File: config.mk
export PLATFORM = sky130hd
export DESIGN_NAME = vx_axi_wr_burst_arb_flat
export DESIGN_NICKNAME = d
export VERILOG_FILES = /design/src/rtl/vx_axi_arb_pkg.sv /design/src/rtl/vx_axi_wr_burst_arb_if.sv /design/src/rtl/vx_axi_wr_route_fifo.sv /design/src/rtl/vx_axi_wr_burst_arb.sv /design/src/flat_wrapper.sv
export SDC_FILE = /design/constraint.sdc
export NUM_CORES = 1
export LEC_CHECK = 0
export BUFFER_PORTS_ARGS = -buffer_cell sky130_fd_sc_hd__buf_2
export CORE_AREA = 2 2 755 757
export CTS_CLUSTER_SIZE = 28
export DETAILED_ROUTE_END_ITERATION = 16
export DIE_AREA = 0 0 757 759
export PLACE_DENSITY_LB_ADDON = 0.25
export SKIP_LAST_GASP = 1
export SLEW_MARGIN = 0
export SYNTH_ARGS = -nofsm -noshare
export SYNTH_HDL_FRONTEND = slang
export SYNTH_SLANG_ARGS = --single-unit
File: constraint.sdc
create_clock -name clk -period 2.87 [get_ports clk]
set_input_delay 0.287 -clock clk [delete_from_list [all_inputs] [get_ports clk]]
set_output_delay 0.287 -clock clk [all_outputs]
set_load 0.02 [all_outputs]
File: src/rtl/vx_axi_arb_pkg.sv
// vx_axi_arb_pkg: shared AXI write-arbiter constants, select-width helper and W route entry type
package vx_axi_arb_pkg;
  localparam logic [1:0] BURST_FIXED = 2'b00;
  localparam logic [1:0] BURST_INCR  = 2'b01;
  localparam logic [1:0] BURST_WRAP  = 2'b10;
  localparam logic [1:0] RESP_OKAY   = 2'b00;
  localparam logic [1:0] RESP_SLVERR = 2'b10;
  localparam int MAX_SEL_BITS = 8;
  function automatic int sel_bits(input int n);
    return n > 1 ? $clog2(n) : 0;
  endfunction
  typedef struct packed {
    logic [MAX_SEL_BITS-1:0] sel;
    logic [7:0]              awlen;
  } wroute_t;
endpackage

File: src/rtl/vx_axi_wr_burst_arb_if.sv
// vx_axi_wr_burst_arb_if: flattened AXI4 write-channel bundle for N ports (AW, W, B)
interface vx_axi_wr_burst_arb_if #(
  parameter int N          = 1,
  parameter int ADDR_WIDTH = 32,
  parameter int DATA_WIDTH = 512,
  parameter int ID_WIDTH   = 8
);
  logic [N-1:0]              awvalid, awready, wvalid, wready, wlast, bvalid, bready;
  logic [N*ADDR_WIDTH-1:0]   awaddr;
  logic [N*ID_WIDTH-1:0]     awid, bid;
  logic [N*8-1:0]            awlen;
  logic [N*3-1:0]            awsize;
  logic [N*2-1:0]            awburst, bresp;
  logic [N*DATA_WIDTH-1:0]   wdata;
  logic [N*DATA_WIDTH/8-1:0] wstrb;
  modport master (
    output awvalid, awaddr, awid, awlen, awsize, awburst, wvalid, wdata, wstrb, wlast, bready,
    input  awready, wready, bvalid, bid, bresp
  );
  modport slave (
    input  awvalid, awaddr, awid, awlen, awsize, awburst, wvalid, wdata, wstrb, wlast, bready,
    output awready, wready, bvalid, bid, bresp
  );
endinterface

File: src/rtl/vx_axi_wr_route_fifo.sv
// vx_axi_wr_route_fifo: grant-order FIFO naming the input that owns each pending W burst
module vx_axi_wr_route_fifo
  import vx_axi_arb_pkg::*;
#(
  parameter int DEPTH = 4
) (
  input  logic    clk,
  input  logic    reset_n,
  input  logic    push,
  input  logic    pop,
  input  wroute_t din,
  output wroute_t head,
  output logic    full,
  output logic    empty
);
  localparam int PW = $clog2(DEPTH);
  wroute_t mem [DEPTH];
  logic [PW-1:0] wr_ptr, rd_ptr;
  logic [PW:0] count;
  logic do_push, do_pop;
  assign full = count == (PW+1)'(DEPTH);
  assign empty = count == '0;
  // a push at full is dropped even when a pop frees a slot in the same cycle
  assign do_push = push && !full;
  assign do_pop = pop && !empty;
  assign head = mem[rd_ptr];
  always_ff @(posedge clk or negedge reset_n) begin
    if (!reset_n) begin
      wr_ptr <= '0;
      rd_ptr <= '0;
      count <= '0;
    end else begin
      if (do_push) wr_ptr <= wr_ptr + PW'(1);
      if (do_pop) rd_ptr <= rd_ptr + PW'(1);
      count <= count + (PW+1)'(do_push) - (PW+1)'(do_pop);
    end
  end
  always_ff @(posedge clk) begin
    if (do_push) mem[wr_ptr] <= din;
  end
endmodule

File: src/rtl/vx_axi_wr_burst_arb.sv
// vx_axi_wr_burst_arb: N:1 AXI4 write arbiter - round-robin AW, grant-ordered W, ID-routed B.
// Define VX_AXI_WR_ARB_WLAST_CHECK_EN to flag misplaced WLAST on the sticky wlast_err output.
module vx_axi_wr_burst_arb
  import vx_axi_arb_pkg::*;
#(
  parameter int NUM_INPUTS   = 2,
  parameter int ADDR_WIDTH   = 32,
  parameter int DATA_WIDTH   = 512,
  parameter int ID_WIDTH     = 8,
  parameter int W_FIFO_DEPTH = 4,
  parameter int SEL_BITS     = sel_bits(NUM_INPUTS)
) (
  input  logic clk,
  input  logic reset_n,
  vx_axi_wr_burst_arb_if.slave  s,
  vx_axi_wr_burst_arb_if.master m,
  output logic wlast_err
);
  localparam int SW = SEL_BITS > 0 ? SEL_BITS : 1;
  localparam int SBW = DATA_WIDTH / 8;
  typedef enum logic {IDLE, LOCKED} state_t;
  state_t state;
  logic [SW-1:0] rr, lock_sel, pick, sel, h, bsel;
  logic found, full, empty, aw_hs, w_hs, pop;
  logic [ID_WIDTH-1:0] awid_sel;
  wroute_t head, din;
  int idx;
  always_comb begin
    pick = '0;
    found = 1'b0;
    idx = 0;
    for (int i = 0; i < NUM_INPUTS; i++) begin
      idx = (int'(rr) + i) % NUM_INPUTS;
      if (!found && s.awvalid[SW'(idx)]) begin
        pick = SW'(idx);
        found = 1'b1;
      end
    end
  end
  assign sel = state == LOCKED ? lock_sel : pick;
  // once presented, a locked request stays up regardless of m_awready or room
  assign m.awvalid = reset_n && (state == LOCKED || (!full && found));
  assign aw_hs = m.awvalid && m.awready;
  assign s.awready = aw_hs ? NUM_INPUTS'(1) << sel : '0;
  assign m.awaddr = s.awaddr[int'(sel)*ADDR_WIDTH +: ADDR_WIDTH];
  assign m.awlen = s.awlen[int'(sel)*8 +: 8];
  assign m.awsize = s.awsize[int'(sel)*3 +: 3];
  assign m.awburst = s.awburst[int'(sel)*2 +: 2];
  assign awid_sel = s.awid[int'(sel)*ID_WIDTH +: ID_WIDTH];
  always_ff @(posedge clk or negedge reset_n) begin
    if (!reset_n) begin
      state <= IDLE;
      rr <= '0;
      lock_sel <= '0;
    end else if (aw_hs) begin
      state <= IDLE;
      rr <= (int'(sel) == NUM_INPUTS - 1) ? '0 : sel + SW'(1);
    end else if (m.awvalid) begin
      state <= LOCKED;
      lock_sel <= sel;
    end
  end
  if (SEL_BITS == 0) begin : g_single
    assign m.awid = awid_sel;
    assign bsel = '0;
    assign s.bid = m.bid;
  end else begin : g_tagged
    assign m.awid = {awid_sel, sel};
    assign bsel = m.bid[SEL_BITS-1:0];
    assign s.bid = {NUM_INPUTS{m.bid[ID_WIDTH+SEL_BITS-1:SEL_BITS]}};
  end
  assign s.bvalid = (reset_n && m.bvalid) ? NUM_INPUTS'(1) << bsel : '0;
  assign s.bresp = {NUM_INPUTS{m.bresp}};
  assign m.bready = reset_n && s.bready[bsel];
  assign din.sel = MAX_SEL_BITS'(sel);
`ifdef VX_AXI_WR_ARB_WLAST_CHECK_EN
  assign din.awlen = m.awlen;
`else
  assign din.awlen = '0;
`endif
  vx_axi_wr_route_fifo #(.DEPTH(W_FIFO_DEPTH)) u_route (
    .clk     (clk),
    .reset_n (reset_n),
    .push    (aw_hs),
    .pop     (pop),
    .din     (din),
    .head    (head),
    .full    (full),
    .empty   (empty)
  );
  assign h = head.sel[SW-1:0];
  assign m.wvalid = !empty && s.wvalid[h];
  assign m.wdata = s.wdata[int'(h)*DATA_WIDTH +: DATA_WIDTH];
  assign m.wstrb = s.wstrb[int'(h)*SBW +: SBW];
  assign m.wlast = s.wlast[h];
  assign s.wready = (!empty && m.wready) ? NUM_INPUTS'(1) << h : '0;
  assign w_hs = m.wvalid && m.wready;
  assign pop = w_hs && m.wlast;
`ifdef VX_AXI_WR_ARB_WLAST_CHECK_EN
  logic [7:0] beat_cnt;
  always_ff @(posedge clk or negedge reset_n) begin
    if (!reset_n) begin
      beat_cnt <= '0;
      wlast_err <= 1'b0;
    end else if (w_hs) begin
      if (m.wlast != (beat_cnt == head.awlen)) wlast_err <= 1'b1;
      beat_cnt <= m.wlast ? 8'd0 : beat_cnt + 8'd1;
    end
  end
`else
  assign wlast_err = 1'b0;
`endif
  logic unused_head;
  assign unused_head = ^head;
endmodule

File: src/flat_wrapper.sv
// flat-port wrapper written by rule: the top's interface ports become plain ports
module vx_axi_wr_burst_arb_flat import vx_axi_arb_pkg::*;
#(
  parameter int NUM_INPUTS   = 2,
  parameter int ADDR_WIDTH   = 32,
  parameter int DATA_WIDTH   = 512,
  parameter int ID_WIDTH     = 8,
  parameter int W_FIFO_DEPTH = 4,
  parameter int SEL_BITS     = sel_bits(NUM_INPUTS)
)
  (clk, reset_n, wlast_err, s_awvalid, s_awaddr, s_awid, s_awlen, s_awsize, s_awburst, s_wvalid, s_wdata, s_wstrb, s_wlast, s_bready, s_awready, s_wready, s_bvalid, s_bid, s_bresp, m_awvalid, m_awaddr, m_awid, m_awlen, m_awsize, m_awburst, m_wvalid, m_wdata, m_wstrb, m_wlast, m_bready, m_awready, m_wready, m_bvalid, m_bid, m_bresp);
  vx_axi_wr_burst_arb_if #(.N(2), .ADDR_WIDTH(ADDR_WIDTH), .DATA_WIDTH(DATA_WIDTH), .ID_WIDTH(ID_WIDTH)) s_i ();
  vx_axi_wr_burst_arb_if #(.N(1), .ADDR_WIDTH(ADDR_WIDTH), .DATA_WIDTH(DATA_WIDTH), .ID_WIDTH(ID_WIDTH)) m_i ();
  input  logic clk;
  input  logic reset_n;
  output logic wlast_err;
  input wire logic [$bits(s_i.awvalid)-1:0] s_awvalid;
  input wire logic [$bits(s_i.awaddr)-1:0] s_awaddr;
  input wire logic [$bits(s_i.awid)-1:0] s_awid;
  input wire logic [$bits(s_i.awlen)-1:0] s_awlen;
  input wire logic [$bits(s_i.awsize)-1:0] s_awsize;
  input wire logic [$bits(s_i.awburst)-1:0] s_awburst;
  input wire logic [$bits(s_i.wvalid)-1:0] s_wvalid;
  input wire logic [$bits(s_i.wdata)-1:0] s_wdata;
  input wire logic [$bits(s_i.wstrb)-1:0] s_wstrb;
  input wire logic [$bits(s_i.wlast)-1:0] s_wlast;
  input wire logic [$bits(s_i.bready)-1:0] s_bready;
  output wire logic [$bits(s_i.awready)-1:0] s_awready;
  output wire logic [$bits(s_i.wready)-1:0] s_wready;
  output wire logic [$bits(s_i.bvalid)-1:0] s_bvalid;
  output wire logic [$bits(s_i.bid)-1:0] s_bid;
  output wire logic [$bits(s_i.bresp)-1:0] s_bresp;
  output wire logic [$bits(m_i.awvalid)-1:0] m_awvalid;
  output wire logic [$bits(m_i.awaddr)-1:0] m_awaddr;
  output wire logic [$bits(m_i.awid)-1:0] m_awid;
  output wire logic [$bits(m_i.awlen)-1:0] m_awlen;
  output wire logic [$bits(m_i.awsize)-1:0] m_awsize;
  output wire logic [$bits(m_i.awburst)-1:0] m_awburst;
  output wire logic [$bits(m_i.wvalid)-1:0] m_wvalid;
  output wire logic [$bits(m_i.wdata)-1:0] m_wdata;
  output wire logic [$bits(m_i.wstrb)-1:0] m_wstrb;
  output wire logic [$bits(m_i.wlast)-1:0] m_wlast;
  output wire logic [$bits(m_i.bready)-1:0] m_bready;
  input wire logic [$bits(m_i.awready)-1:0] m_awready;
  input wire logic [$bits(m_i.wready)-1:0] m_wready;
  input wire logic [$bits(m_i.bvalid)-1:0] m_bvalid;
  input wire logic [$bits(m_i.bid)-1:0] m_bid;
  input wire logic [$bits(m_i.bresp)-1:0] m_bresp;
  assign s_i.awvalid = s_awvalid;
  assign s_i.awaddr = s_awaddr;
  assign s_i.awid = s_awid;
  assign s_i.awlen = s_awlen;
  assign s_i.awsize = s_awsize;
  assign s_i.awburst = s_awburst;
  assign s_i.wvalid = s_wvalid;
  assign s_i.wdata = s_wdata;
  assign s_i.wstrb = s_wstrb;
  assign s_i.wlast = s_wlast;
  assign s_i.bready = s_bready;
  assign s_awready = s_i.awready;
  assign s_wready = s_i.wready;
  assign s_bvalid = s_i.bvalid;
  assign s_bid = s_i.bid;
  assign s_bresp = s_i.bresp;
  assign m_awvalid = m_i.awvalid;
  assign m_awaddr = m_i.awaddr;
  assign m_awid = m_i.awid;
  assign m_awlen = m_i.awlen;
  assign m_awsize = m_i.awsize;
  assign m_awburst = m_i.awburst;
  assign m_wvalid = m_i.wvalid;
  assign m_wdata = m_i.wdata;
  assign m_wstrb = m_i.wstrb;
  assign m_wlast = m_i.wlast;
  assign m_bready = m_i.bready;
  assign m_i.awready = m_awready;
  assign m_i.wready = m_wready;
  assign m_i.bvalid = m_bvalid;
  assign m_i.bid = m_bid;
  assign m_i.bresp = m_bresp;
  vx_axi_wr_burst_arb #(.NUM_INPUTS(NUM_INPUTS), .ADDR_WIDTH(ADDR_WIDTH), .DATA_WIDTH(DATA_WIDTH), .ID_WIDTH(ID_WIDTH), .W_FIFO_DEPTH(W_FIFO_DEPTH), .SEL_BITS(SEL_BITS)) u_core (.clk(clk), .reset_n(reset_n), .s(s_i), .m(m_i), .wlast_err(wlast_err));
endmodule
======== Word level (Yosys, flattened, before mapping) ========
Memory sizes are Yosys's and may differ from the RTL's.
Cells that the tools add are included.
W data, S select, Z words.
storage, ports and cells
  register bits ........................... 10
  RAM bits ................................ 4
  input port bits ......................... 1281
  logic and storage cells ................. 72
  memories kept ........................... 1
operators by class
  add/subtract/negate cells ............... 6
  multipliers ............................. 1
  magnitude comparators ................... 4
  equality and inequality tests ........... 1
  shifts and indexed selects .............. 10
  muxes and demuxes ....................... 23
  bitwise gates (word level) .............. 1
  reductions and logical operators ........ 19
memory list
  name                words  bits a word  read ports  clocked after Yosys merged registers in  write ports  RTL line                    source
  u_core.u_route.mem  4      1            1           0                                        1            vx_axi_wr_route_fifo.sv:17  wroute_t mem [DEPTH];
operators with widths
  cell                    number
  $shiftx A1024 B11 Y512  1
  $shiftx A128 B8 Y64     1
  $shiftx A64 B7 Y32      1
  $shiftx A6 B32 Y3       1
  $mux W1                 20
  $shiftx A16 B5 Y7       1
  $shiftx A16 B5 Y8       1
  $logic_and A1 B1 Y1     12
  $lt A1 B3 Y1 const B    2
  $mux W2                 3
  $shl A1 B1 Y2 const A   3
  $add A2 B1 Y2 const B   2
  $lt A1 B2 Y1 const B    2
  $shiftx A4 B3 Y2        1
  $add A3 B1 Y3           1
  $eq A3 B3 Y1 const B    1
  $logic_not A1 Y1        3
  $logic_not A3 Y1        1
  $mul A1 B2 Y3 const B   1
  $sub A3 B1 Y3           1
  $add A1 B1 Y1 const B   2
  $reduce_and A2 Y1       1
  $reduce_bool A2 Y1      1
  $logic_or A1 B1 Y1      1
  $not A1 Y1              1

======== Logic depth before layout (Yosys ltp) ========
Gate-level depths: netlist of run 1.
  depth after elaboration ................. 14
  depth in mapped cells ................... 13
  mapped depth without buffers ............ 10

======== By module ========
A second synthesis of run 1 with hierarchy kept.
second synthesis, totals
  cell total of the unflattened synthesis .. 876
  area total of the unflattened synthesis .. 11883.9 um2
by module, submodules not included
  module                instances  cells each  area each (um2)
  vx_axi_wr_burst_arb   1          751         9061.2
  vx_axi_wr_route_fifo  1          125         2822.7

======== Worst setup path after synthesis of run 1 ========
OpenSTA, ideal clock, no wires.
  kind .................................... reg-to-reg
  start ................................... register u_core.u_route.rd_ptr[0]
  end ..................................... register u_core.u_route.count[2]
  library setup time ...................... 123 ps
  arrival ................................. 2689 ps
  required time ........................... 2747 ps
  path slack .............................. 58 ps
  stages on the path, launching flop included .. 13
  period minus slack after synthesis ...... 2812 ps
  path through ............................ dfrtp_1 > mux4_2 > buf_6 > buf_12 > buf_6 > a31oi_1 > nor2_1 > ha_1 > inv_1 > ha_1 > fa_1 > xor2_1 > xnor2_1
between the ends
  word-level cells in the longest chain between the ends .. 8
  elaborated cells on any way between the ends .. 10
  those cells by class .................... add/sub: 1; mux: 4; reduce/logical: 4; memory: 1
RTL lines
  item                                        RTL line                    source
  start, declared                             vx_axi_wr_route_fifo.sv:18  logic [PW-1:0] wr_ptr, rd_ptr;
  start signal, assigned                      vx_axi_wr_route_fifo.sv:34  if (do_pop) rd_ptr <= rd_ptr + PW'(1);
  $mem_v2 Z4 W1 (*)                           -
  $mux W1 (implied by the code) (2 in a row)  vx_axi_wr_burst_arb.sv:92   assign m.wvalid = !empty && s.wvalid[h];
  $logic_and A1 B1 Y1                         vx_axi_wr_burst_arb.sv:92
  $logic_and A1 B1 Y1                         vx_axi_wr_burst_arb.sv:97   assign w_hs = m.wvalid && m.wready;
  $logic_and A1 B1 Y1 (*)                     vx_axi_wr_burst_arb.sv:98   assign pop = w_hs && m.wlast;
  $logic_and A1 B1 Y1 (*)                     vx_axi_wr_route_fifo.sv:25  assign do_pop = pop && !empty;
  named net u_core.u_route.do_pop             vx_axi_wr_route_fifo.sv:20  logic do_push, do_pop;
  $sub A3 B1 Y3 (*)                           vx_axi_wr_route_fifo.sv:35  count <= count + (PW+1)'(do_push) - (PW+1)'(do_pop);
  end signal, assigned                        vx_axi_wr_route_fifo.sv:35
  end, declared                               vx_axi_wr_route_fifo.sv:19  logic [PW:0] count;
Mark *: on every way through the listed nets, which the timed path passes. The rest lies on a longest branch. The select of a mux whose other input is x is not followed.
A chain may end at the register's enable or synchronous reset.

======== Final worst setup path of run 1 ========
  start ................................... memory u_core.u_route.mem[0] (netlist name)
  end ..................................... output port m_wdata[175]
between the ends
  word-level cells in the longest chain between the ends .. 2
RTL lines
  item                    RTL line                    source
  start, declared         vx_axi_wr_route_fifo.sv:17
  $mem_v2 Z4 W1           -
  $shiftx A1024 B11 Y512  vx_axi_wr_burst_arb.sv:93   assign m.wdata = s.wdata[int'(h)*DATA_WIDTH +: DATA_WIDTH];
  end, declared           flat_wrapper.sv:40          output wire logic [$bits(m_i.wdata)-1:0] m_wdata;
No other way between the ends.

==> summary.txt, run 1 <==
Global route
  • Tot GR Track Use: 12.8%
  • Largest net degree at the start of global routing: 62
  • Vias in the first global route: 16.4k
  • First-pass GRT wire length: 419 mm
  • Initial antenna violation count: 627
  • Total grt overflow: 0

Yosys
  • FF+latch count, synth: 14
  • Post-Synth XOR/XNOR Area: 0.303%
  • Synth Flop Type: dfrtp_1
  • Main combinational cell family by area after synthesis: multiplexers
  • Synth unique cells: 33
  • Number of flops mapped to enable cells by yosys: 4
  • Mux cell area share after synthesis: 80.8%
  • FFs w/ async S/R, synth: 71.4%
  • Post-Syn Instances: 803
  • Synth top area cells: mux2_4 (75%), buf_12 (11%), mux2_2 (4.3%)
  • Post-synth top area share: 74.7%
  • Most frequent cell after synthesis: mux2_4
  • Commonest cells post-synth: mux2_4 (575), buf_12 (63), mux2_2 (44)
  • Mapped cell area: 11,500 um2
  • YS warnings: 0
  • Simple-gate share of the synthesized area: 1.19%
  • Largest area contributor in the netlist: mux2_4
  • Avg Cell Area, Syn: 14.4 um2
  • Compound-cell area share of the yosys netlist: 0.487%
  • Synth Area in Adders: 0.823%
  • Sequential area share after synthesis: 3.21%

Drt
  • Final wirelength: 388 mm
  • DRC errors left: 0
  • DR vias: 19.2k
  • First-pass DRT Iterations: 5
  • Post-route ant nets: 0
  • Vias per inst: 1.83
  • Iteration-0 DRC Markers: 774
  • Detailed-route wire length per cell: 37.1 um

Run status
  • Outcome: complete, but fails checks
  • Failing checks: hold timing, setup timing

STA
  • Slew Viols, Final: 0
  • Final worst-path cycle share: 104%
  • Post-route setup slack: -0.107 ns
  • Final min period: 2.98 ns
  • Worst hold slack: -0.0108 ns
  • Slew HR: 56.9%
  • Final hold viol count: 10
  • Clock skew: 0.000415 ns
  • Actual slew at the worst max-slew pin: 0.647 ns
  • RSZ-0062 raised after global routing: yes
  • Final setup viols: 305
  • Max Freq: 336 MHz

Cells and area
  • Area growth, synth to finish: 176%
  • Final Net Count: 3,988
  • Share of cells above drive strength 1: 96.6%
  • Core Util, Final: 5.63%
  • Post-route cell area: 31,900 um2
  • Fin cells: 10.5k

Worst setup path
  • Slowest CP cell: mux4_4
  • Reg-to-reg endpoint: u_core.u_route.count[2]$_DFF_PN0_
  • Crit path to: m_wdata[175]
  • Setup crit start kind: flip-flop
  • Crit Reg-Reg Startpoint: u_core.u_route.mem[0]$_DFFE_PP_
  • CP bufs+invs: 4
  • Critical path arrival: 2.69 ns
  • Crit path max-delay family: multiplexers
  • Endpoint class of the critical path: output port
  • Worst Setup SP: u_core.u_route.mem[0]$_DFFE_PP_
  • Largest stage delay, worst path: 0.69 ns
  • Worst R2R Setup Slack: 0.03 ns
  • Worst R2R Path Depth: 10
  • Worst EP required: 2.58 ns
  • Worst Path Class, Setup: reg2out
  • Worst path depth: 6
  • Crit-path cells: mux4_4, buf_12, buf_16, clkbuf_16, mux2_4, buf_2
  • Crit path max fanout: 17

Place
  • I/O Buffers: 1,907
  • Placer Congestion: 1.06
  • Final HPWL DP: 376 mm
  • Post-place setup slack: 0.00989 ns
  • Placed cell areas: 30,500 um2
  • Inst Count DP: 10.2k

Floorplan
  • Die area: 575,000 um2
  • Num ports: 1,941
  • Core Footprint: 567,000 um2
  • Die Y: 759 um
  • Initial Util: 2.04%
  • Row Count: 277
  • Chip width: 757 um

CTS
  • Sink Count: 14
  • Worst skew pair latency: 0.24 ns
  • Hold buffer count at cts: 0
  • Clk buf depth: 2
  • Clk root buf: clkbuf_16
  • H-tree Lvls: 1
  • Worst-path clk slew: 0.05 ns
  • Num CTS Buffers: 3
  • CTS tree: built

Power
  • Leakage: 0.0138 uW
  • Peak supply drop: 0.639 mV
  • Power density over the cells: 787 nW/um2

Hold path
  • HP Class: in2async

Run
  • Max-cap violation count: 0
[logic make-up after synthesis]
family | count (synthesis)
mux | 637
buf+inv | 103
simple gates | 28
flops | 14
compound gates | 9
fa+ha+maj | 7
xor+xnor | 4
other cells | 1
[registers in the layout (all words and copies together), names as in the netlist]
name and flops:
u_core.u_route.mem 4, u_core.u_route.count 3, u_core.u_route.rd_ptr 2, u_core.rr 1, u_core.state 1, u_core.u_route.wr_ptr 2
u_core.lock_sel 1
[cell type report]
class / count / area (um2)
fill: 67472 / 535000
sequential: 14 / 370
inverter: 10 / 37.5
multi-input combinational: 688 / 9690
timing repair buffer: 1983 / 11700
tap: 7533 / 9430
clock buffer: 4 / 78.8
antenna: 236 / 591
[power by group]
part           internal, uW  switching [uW]  total (uW)  leakage (uW)
sequential              283            58.6         342      0.000157
clock                   188            85.8         274     0.0000396
combinational         10000           14500       24500        0.0136
total                 10500           14600       25100        0.0138
[cell usage in the layout (no fill, tap or decap), types with 2 or more instances in the layout]
master,count
nor2_1,12
dfrtp_1,10
xnor2_1,2
buf_16,11
buf_12,74
and3_1,2
buf_6,10
nand2b_1,2
mux2_1,13
clkbuf_16,8
diode_2,236
clkbuf_4,9
inv_1,10
mux2_2,44
edfxtp_1,4
mux2_4,575
mux2i_1,4
a31oi_1,2
ha_1,6
buf_2,1778
buf_4,95
o21ai_0,2
xor2_1,2
nand2_1,6
conb_1,3
nor3_1,3
[per-layer routing]
layer	part of all wire, %	global-route usage [%]
met5	0.62	0
met4	4.8	4.11
met3	19	11.0
met2	42	19.8
met1	33	12.6
[timing repair]
| action | in CTS | in global routing |
|---|---|---|
| endpoints found under the setup margin | 481 | 391 |
| gates cloned | 6 | 6 |
| endpoints found under the hold margin | 0 | 0 |
| buffers inserted | 2 | 8 |
| resized for setup | 85 | 21 |
[worst min path at each step]
| stage | startpoint | endpoint | slack, ns | cells after the start |
|---|---|---|---|---|
| after CTS | reset_n | u_core.u_route.wr_ptr[0]$_DFFE_PN0P_ | 0.005 | 2 |
| final | reset_n | u_core.u_route.wr_ptr[0]$_DFFE_PN0P_ | -0.01 | 2 |
| after global placement | reset_n | u_core.u_route.wr_ptr[0]$_DFFE_PN0P_ | 0.27 | 2 |
| after global routing | reset_n | u_core.u_route.wr_ptr[0]$_DFFE_PN0P_ | 0.02 | 2 |
| after floorplan | reset_n | u_core.lock_sel$_DFFE_PN0P_ | -0.009 | 0 |
| after detailed placement | reset_n | u_core.u_route.wr_ptr[0]$_DFFE_PN0P_ | 0.27 | 2 |
[per-stage QoR]
step	power, uW	setup TNS (ns)
after global routing	26500	-23.00
after global placement	24500	0
after CTS	25500	-10.32
after floorplan	14200	0
after detailed placement	24500	0
final	25100	-11.69
Power figures use the tool's default switching activity.
==> run 2: changes to the inputs <==
==> constraint.sdc (replaced) <==
create_clock -name clk -period 2.87 [get_ports clk]
set_input_delay 0.574 -clock clk [delete_from_list [all_inputs] [get_ports clk]]
set_output_delay 0.574 -clock clk [all_outputs]
set_load 0.02 [all_outputs]
==> summary.txt, run 2 (synthesis results as in run 1) <==
Power
  • Clock power share: 1.1% (about the same)
  • Peak supply drop: 0.446 mV (-30%)
  • Sequential share of power: 1.4% (about the same)
  • Switching share of total power: 59.0% (+0.87 points)
  • Psw: 14,700 uW (+0.37%)
  • Design Power: 24,800 uW (-1.1%)
  • Leakage: 0.0137 uW (-0.58%)
  • Internal power: 10,200 uW (-3.2%)
  • Power density over the cells: 779 nW/um2 (-0.91%)
  • Combinational Power Share: 97.5% (about the same)

Worst setup path
  • Worst Path Class, Setup: reg2out
  • Setup crit start kind: flip-flop
  • Slowest CP cell: mux4_4
  • Critical Path Most Common Cell: buf_12
  • Crit path max-delay family: multiplexers
  • Critical path arrival: 2.67 ns (-0.02 ns)
  • Largest stage delay, worst path: 0.66 ns (-0.03 ns)
  • Crit path max fanout: 14 (-3)
  • Worst EP required: 2.30 ns (-0.28 ns)
  • Crit-path cells: mux4_4, buf_12, buf_12, buf_4, mux2_4, buf_2
  • CP bufs+invs: 4 (unchanged)
  • Endpoint class of the critical path: output port

Floorplan
  • Die Y: 759 um (unchanged)
  • Die area: 575,000 um2 (unchanged)
  • Row Count: 277 (unchanged)
  • Initial Util: 2.04% (unchanged)
  • Core Footprint: 567,000 um2 (unchanged)
  • Chip width: 757 um (unchanged)
  • Num ports: 1,941 (unchanged)

Place
  • Placer Congestion: 1.05 (-0.62%)
  • Post-place setup slack: -0.0688 ns (-0.0787 ns)
  • I/O Buffers: 1,907 (unchanged)
  • Placed cell areas: 30,800 um2 (+0.97%)
  • Inst Count DP: 10.2k (+0.22%)
  • Final HPWL DP: 377 mm (+0.21%)

Drt
  • First-pass DRT Iterations: 5 (unchanged)
  • Iteration-0 DRC Markers: 900 (+16%)
  • Post-route ant nets: 1 (+1)
  • Vias per inst: 1.81 (-1.1%)
  • Final wirelength: 387 mm (-0.25%)
  • Detailed-route wire length per cell: 36.7 um (-0.91%)
  • DRC errors left: 0 (unchanged)
  • DR vias: 19.1k (-0.43%)

Global route
  • Grt met2 use: 19.7% (-0.054 points)
  • Total grt overflow: 0 (unchanged)
  • Initial antenna violation count: 621 (-0.96%)
  • Vias in the first global route: 16.4k (+0.28%)
  • GRT busiest layer: met2
  • Largest net degree at the start of global routing: 44 (-29%)
  • First-pass GRT wire length: 419 mm (-0.11%)
  • Grt met1 use: 12.3% (-0.30 points)
  • GRT met3 Usage: 11.4% (+0.45 points)
  • Tot GR Track Use: 12.8% (about the same)

CTS
  • H-tree Lvls: 1 (unchanged)
  • Clk root buf: clkbuf_16
  • Worst-path clk slew: 0.05 ns (about the same)
  • Num CTS Buffers: 3 (unchanged)
  • CTS tree: built
  • Sink Count: 14 (unchanged)
  • Worst skew pair latency: 0.25 ns (about the same)
  • Clk buf depth: 2 (unchanged)

Cells and area
  • Area growth, synth to finish: 176%
  • Final Net Count: 3,992 (+0.10%)
  • Post-route cell area: 31,800 um2 (-0.20%)
  • Most common cell after layout, fill and taps aside: buf_2
  • Layout filler cell count: 67.5k (+0.021%)
  • Top Registers: u_core.u_route.mem (4), u_core.u_route.count (3)
  • Top reg by flops: u_core.u_route.mem
  • Share of cells above drive strength 1: 96.6% (about the same)
  • Max reg flops: 4 (unchanged)
  • Fin cells: 10.5k (+0.67%)
  • Commonest cells after routing, fill and taps aside: buf_2 (1,830), mux2_4 (575), buf_12 (82), buf_4 (67), mux2_2 (44)

STA
  • Final min period: 3.25 ns (+0.270 ns)
  • Final hold viol count: 0 (-10)
  • Slew Viols, Final: 0 (unchanged)
  • Actual slew at the worst max-slew pin: 0.543 ns (-0.104 ns)
  • Final setup viols: 548 (+80%)
  • Slew HR: 64.0% (+7.2 points)
  • Max Freq: 308 MHz (-8.3%)
  • Worst hold slack: 0.161 ns (+0.171 ns)
  • RSZ-0062 raised after global routing: yes
  • Final worst-path cycle share: 113% (+9.4 points)
  • Clock skew: 0.00300 ns (+0.00259 ns)
  • Post-route setup slack: -0.376 ns (-0.270 ns)

Run status
  • Outcome: complete, but fails checks
  • Failing checks: antenna rules, setup timing

Run
  • Max-cap violation count: 0 (unchanged)

Hold path
  • HP Class: in2async
==> run 2: changes by cell type in the layout (fill, tap and decap cells not counted), sizes merged <==
cell    change
buf        +15
clkbuf     -11
diode      +66
==> run 2: worst paths after layout <==
kind | from | to | slack [ns] | cells after the start
worst min register to register | u_core.lock_sel$_DFFE_PN0P_ | u_core.lock_sel$_DFFE_PN0P_ | 0.48 | 1
worst max register to register | u_core.u_route.rd_ptr[0]$_DFFE_PN0P_ | u_core.u_route.count[2]$_DFF_PN0_ | 0.02 | 10
min in group clk | u_core.lock_sel$_DFFE_PN0P_ | u_core.lock_sel$_DFFE_PN0P_ | 0.48 | 1
max in group asynchronous | reset_n | u_core.u_route.rd_ptr[1]$_DFFE_PN0P_ | 2.34 | 2
worst max-delay path | u_core.u_route.rd_ptr[0]$_DFFE_PN0P_ | m_wdata[211] | -0.38 | 6
worst min-delay path | reset_n | u_core.u_route.wr_ptr[0]$_DFFE_PN0P_ | 0.16 | 1
==> run 2: power by group through the flow <==
stage	Clock, uW	Combinational, uW	Sequential (uW)
6_report	275	24200	346
5_1_grt	288	25500	356
4_1_cts	281	24700	346
3_5_place_dp	0	24600	349
3_3_place_gp	0	24600	347
2_1_floorplan	0	13900	338
==> run 2: worst reg2reg max path, cell delays in order, from the launching register on <==
cell	delay, ns
dfrtp_1	0.38
mux4_4	0.66
buf_12	0.22
a31oi_1	0.22
nor2_1	0.07
ha_1	0.28
inv_1	0.04
ha_1	0.19
fa_1	0.40
xor2_1	0.16
xnor2_1	0.12
==> run 2: area by class of cell <==
type	count	area, um2	share of cell area, %
Multi-Input combinational cell	688	9690	30.4
Clock buffer	4	78.8	0.248
Sequential cell	14	370	1.16
Tap cell	7533	9430	29.6
Antenna cell	302	756	2.37
Inverter	10	37.5	0.118
Timing Repair Buffer	1987	11500	36.1
==> run 2: through the flow <==
step / utilization [%] / TNS [ns]
2_1_floorplan: - / 0
3_3_place_gp: 5.44 / -3.90
3_5_place_dp: 5.44 / -4.12
4_1_cts: 5.46 / -134.61
5_1_grt: 5.54 / -156.76
6_report: 5.62 / -138.05
==> run 2: what timing repair did <==
item,CTS,global route
gates resized for setup,10,11
setup endpoints to repair,555,559
buffers inserted,0,0
cloned,0,4
hold buffers,0,0
endpoints found under the hold margin,0,0
==> run 2: routing by layer <==
metal,wire length (um),share of wire [%]
met5,2250,0.58
met4,20000,5.2
met3,78500,20
met2,161000,42
met1,125000,32
